$ cat src/rtl/downsizing.sv
// AXI-Stream width converter: each 2*W-bit beat leaves as its upper W-bit word,
// then its lower word unless the beat is marked single. This is the inverse of upsizing.
module downsizing #(
   parameter int W = 40
) (
   input  logic             aclk,
   input  logic             aresetn,
   input  logic [2*W-1:0]   in_tdata,
   input  logic             in_tvalid,
   output logic             in_tready,
   input  logic             in_tsingle,
   input  logic             in_tlast,
   output logic [W-1:0]     out_tdata,
   output logic             out_tvalid,
   input  logic             out_tready,
   output logic             out_tlast,
   output logic [1:0]       dbg_state
);

   // Handshakes: a beat moves on a rising edge where valid & ready are both high.
   // Once valid rises, it and its payload hold until that edge. in_tready never
   // depends on in_tvalid.
   typedef enum logic [1:0] {
      EMPTY = 2'd0,
      UPPER = 2'd1,
      LOWER = 2'd2
   } state_t;

   state_t           state_q;
   state_t           state_d;
   logic [2*W-1:0]   held_data;
   logic             held_single;
   logic             held_last;
   logic             wide_xfer;

   assign wide_xfer = in_tvalid & in_tready;
   assign dbg_state = state_q;

   always_ff @(posedge aclk or negedge aresetn) begin
      if (!aresetn) state_q <= EMPTY;
      else          state_q <= state_d;
   end

   // The holding register carries no reset; it is only read outside EMPTY.
   always_ff @(posedge aclk) begin
      if (wide_xfer) begin
         held_data   <= in_tdata;
         held_single <= in_tsingle;
         held_last   <= in_tlast;
      end
   end

   always_comb begin
      state_d = state_q;
      case (state_q)
         EMPTY: if (wide_xfer) state_d = UPPER;
         UPPER: if (out_tready) state_d = held_single ? EMPTY : LOWER;
         LOWER: if (out_tready) state_d = wide_xfer ? UPPER : EMPTY;
         default: state_d = EMPTY;
      endcase
   end

   // In LOWER, in_tready follows out_tready so a new beat loads as the lower word leaves.
   always_comb begin
      in_tready  = 1'b0;
      out_tvalid = 1'b0;
      out_tdata  = held_data[2*W-1:W];
      out_tlast  = 1'b0;
      case (state_q)
         EMPTY: in_tready = aresetn;
         UPPER: begin
            out_tvalid = 1'b1;
            out_tlast  = held_single & held_last;
         end
         LOWER: begin
            in_tready  = out_tready & aresetn;
            out_tvalid = 1'b1;
            out_tdata  = held_data[W-1:0];
            out_tlast  = held_last;
         end
         default: ;
      endcase
   end

endmodule

$ cat config.mk
export PLATFORM = sky130hd
export DESIGN_NAME = downsizing
export DESIGN_NICKNAME = d
export VERILOG_FILES = /design/src/rtl/downsizing.sv
export SDC_FILE = /design/constraint.sdc
export NUM_CORES = 1
export LEC_CHECK = 0
export BUFFER_PORTS_ARGS = -buffer_cell sky130_fd_sc_hd__buf_2
export CAP_MARGIN = 20
export CORE_UTILIZATION = 47
export CTS_CLUSTER_DIAMETER = 100
export DETAILED_ROUTE_END_ITERATION = 10
export PLACE_DENSITY_LB_ADDON = 0.08
export SYNTH_ARGS = -nofsm -noshare
export SYNTH_HDL_FRONTEND = slang
export SYNTH_SLANG_ARGS = --single-unit
$ cat constraint.sdc
create_clock -name aclk -period 7 [get_ports aclk]
set_input_delay 0.7 -clock aclk [delete_from_list [all_inputs] [get_ports aclk]]
set_output_delay 0.7 -clock aclk [all_outputs]
set_load 0.05 [all_outputs]
==> impl_metrics.csv <==
group,metric,value,unit
run_status,run_status,"complete, no violations",
timing,finalHoldViolations,0,
drt,routedLengthMet1,2.146,mm
worst_setup_path,timing.critical_path.fanout_max,43,
clocking,postCtsSetupRepairBufs,0,
pwr,power_density_over_the_cells,411.1,mW/mm2
worst_setup_path,crit_buf_inv,3,
clocking,clock_sink_count,84,
timing,period_minus_slack,3.184,ns
clocking,cts_buffer_depth,2,
timing,min_period_over_period,0.4548,
timing,max-slew-margin-rel,0.2973,
layout,syn_to_final_growth,30.61,%
yosys,yosysWarningCount,0,
grt,global_route.overflow_total,0,
yosys,synth_sequential_area_ratio,0.8013,
clocking,cts_max_level,3,
grt,grt_max_degree,44,
pwr,cell_internal_pwr,0.001027,W
grt,number_of_global_route_vias_before_repair,1865,
yosys,synthesis.instances,149,
timing,setup_violations,0,
timing,worst_margin_slew,1.054,ns
pwr,totalPowerFinal,0.001684,W
worst_setup_path,crit_path_start_kind,"flop",
layout,multiInputGateArea,590.6,um2
clocking,post_cts_resized,0,
clocking,number_of_clock_buffers_inserted_by_tritoncts,9,
yosys,syn_nets,239,
clocking,clk_pin_slew,0.08,ns
min_path,min_path_type,"in -> async",
pwr,p_sw_frac,0.3901,
floorplanning,overall_die_height,83.68,um
floorplanning,die_width,83.68,um
timing,rsz0062_at_grt,"no",
drt,routed_length_on_met2,2.789,mm
layout,n_fill_cell,503,
worst_setup_path,endpoint_required_time_on_the_critical_path,6.98,ns
pwr,power.share.sequential,0.390,
layout,regArea,0.002512,mm2
placed_design,placement.io_buffers,130,
drt,via_count,1787,
drt,met3RoutedLength,448,um
worst_setup_path,critical_path_arrival,3.17,ns
clocking,clk_root_buffer_cell,"clkbuf_8",
clocking,clkLatencyLatePin,0.34,ns
grt,grt_antenna_before_repair,0,
yosys,synth.top_cell.area_share,0.7853,
drt,route.antenna.remaining_nets,0,
layout,final_layout_size_suffix_gt1_frac,0.6473,
placed_design,post-place-cells,353,
pwr,power.switching,0.0006567,W
worst_setup_path,critPathTopFamily,"adder cells",
run,max-cap-violations,0,
drt,routed_via_density,4.843,
layout,insertedDiodeCount,0,
floorplanning,number_of_ports_placed_on_the_die_boundary,131,
floorplanning,core.rowCount,29,
placed_design,dpl.hpwl,3.801,mm
placed_design,place.gp.congestion,0.6947,
timing,report.final.slew_viol_count,0,
pwr,power.ir.vdd_worst,0.0003018,V
worst_setup_path,setup.worst_path.class,"reg -> reg",
clocking,post_cts_hold_buffer_count,0,
layout,layout_commonest_cell,"buf_2",
worst_setup_path,timing.critical_path.slowest_cell_delay,0.89,ns
worst_setup_path,cpMaxStageDelayCell,"ha_2",
timing,clock-skew-final,0.005823,ns
drt,drt_pass1_iterations,4,
worst_setup_path,cp_cell_sequence,"inv_1 -> ha_2 -> a21oi_1 -> nor2_4 -> buf_12 -> buf_4",
floorplanning,coreArea,0.006386,mm2
grt,grt_pass1_wl,8.245,mm
yosys,synth.distinct_cells,15,
pwr,clock_power_share,0.211,
worst_setup_path,cp-end-kind,"flop",
yosys,yosys-top-cells-area,"edfxtp_1 79%, mux2_2 14%, dfrtp_1 1.6%",
drt,drt_iter0_drc,73,
yosys,synth_seq_cells,84,
drt,topRoutingLayerUsed,"met4",
layout,final_nets,377,
floorplanning,die-area,0.007002,mm2
grt,groute.usage.overall,0.1595,
drt,route.detailed.drc,0,
floorplanning,start_util,0.4910,
yosys,synth_top_cell_by_area,"edfxtp_1",
drt,finalWirelength,5.521,mm
layout,count_of_placed_standard_cells_in_the_final_layout_fillers_left_out,369,
clocking,tritoncts,"yes",
layout,layout_common_cells,"130 x buf_2, 82 x edfxtp_1, 40 x mux2_2, 9 x clkbuf_8",
pwr,static-leakage-power,1.637,nW
timing,timing.fmax,314.1,MHz
timing,totalNegativeSetupSlack,0,ns
yosys,post_synthesis_mean_instance_area,21.04,um2
pwr,pwr-share-comb,0.399,
yosys,netlist_area,0.003136,mm2
drt,wl_per_cell,14.96,um
## path summary, 6_finish.rpt
check | from | endpoint | slack [ns] | cells after the start
worst max-delay path | dbg_state[0] | held_data[34] | 3.82 | 6
worst min-delay path | aresetn | dbg_state[1] | 0.15 | 1
worst max register to register | dbg_state[0] | held_data[34] | 3.82 | 6
worst min register to register | held_single | dbg_state[1] | 0.54 | 3
max in group asynchronous | aresetn | dbg_state[0] | 6.74 | 1
min in group aclk | in_tdata[11] | held_data[11] | 0.53 | 1
## per-stage QoR
step	setup WS (ns)	utilization	hold WS [ns]	area, um2
after global placement	3.346	0.6058	0.5026	3869
after CTS	3.754	0.6413	0.1275	4095
after floorplan	1.887	-	0.4044	3136
after global routing	3.559	0.6413	0.1297	4095
final	3.816	0.6413	0.1486	4095
after detailed placement	3.776	0.6089	0.5020	3889
## per-layer routing
| layer | vias to the layer above | GRT usage |
|---|---|---|
| met5 | - | 0 |
| met4 | 0 | 0.09861 |
| met3 | 13 | 0.05440 |
| met2 | 81 | 0.2720 |
| met1 | 842 | 0.1696 |
| li1 | 851 | - |
## synthesized netlist by cell type
library cell  number
inv_1              3
mux2_2            40
nand2_1            3
o21bai_2           1
a21bo_1            1
buf_6              1
a32o_1             1
dfrtp_1            2
nor2_1             3
nor2b_1            1
mux2i_1            1
a21oi_1            2
ha_1               4
buf_2              4
edfxtp_1          82
## power by group through the flow
stage	clock network (W)	logic [W]	registers, W
4_1_cts	0.000367	0.000680	0.000658
3_3_place_gp	0	0.000670	0.000666
2_1_floorplan	0	0.000516	0.000693
3_5_place_dp	0	0.000678	0.000669
6_report	0.000356	0.000671	0.000657
5_1_grt	0.000381	0.000702	0.000664
## flip-flops by register name, summed over array words and instances, names as in the netlist
signal       cells
dbg_state        2
held_data       80
held_last        1
held_single      1
## cell type report
type                       instances  share of cell area
inverter                           3            0.002750
timing repair buffer             132              0.1656
clock buffer                      10             0.03116
sequential                        84              0.6135
tap                               77             0.02353
clock inverter                     6             0.01925
multi-input combinational         57              0.1442
## kinds of logic (layout without fill, tap and decap cells)
kind of cell	count (synthesis)	after routing	share of synthesized area
muxes	41	41	0.1468
buffers and inverters	8	151	0.01357
adders and majority gates	4	4	0.01596
and+or+nand+nor	7	7	0.009179
DFF	84	84	0.8013
AOI/OAI and AO/OA	5	5	0.01317
Power figures use the tool's default switching activity.
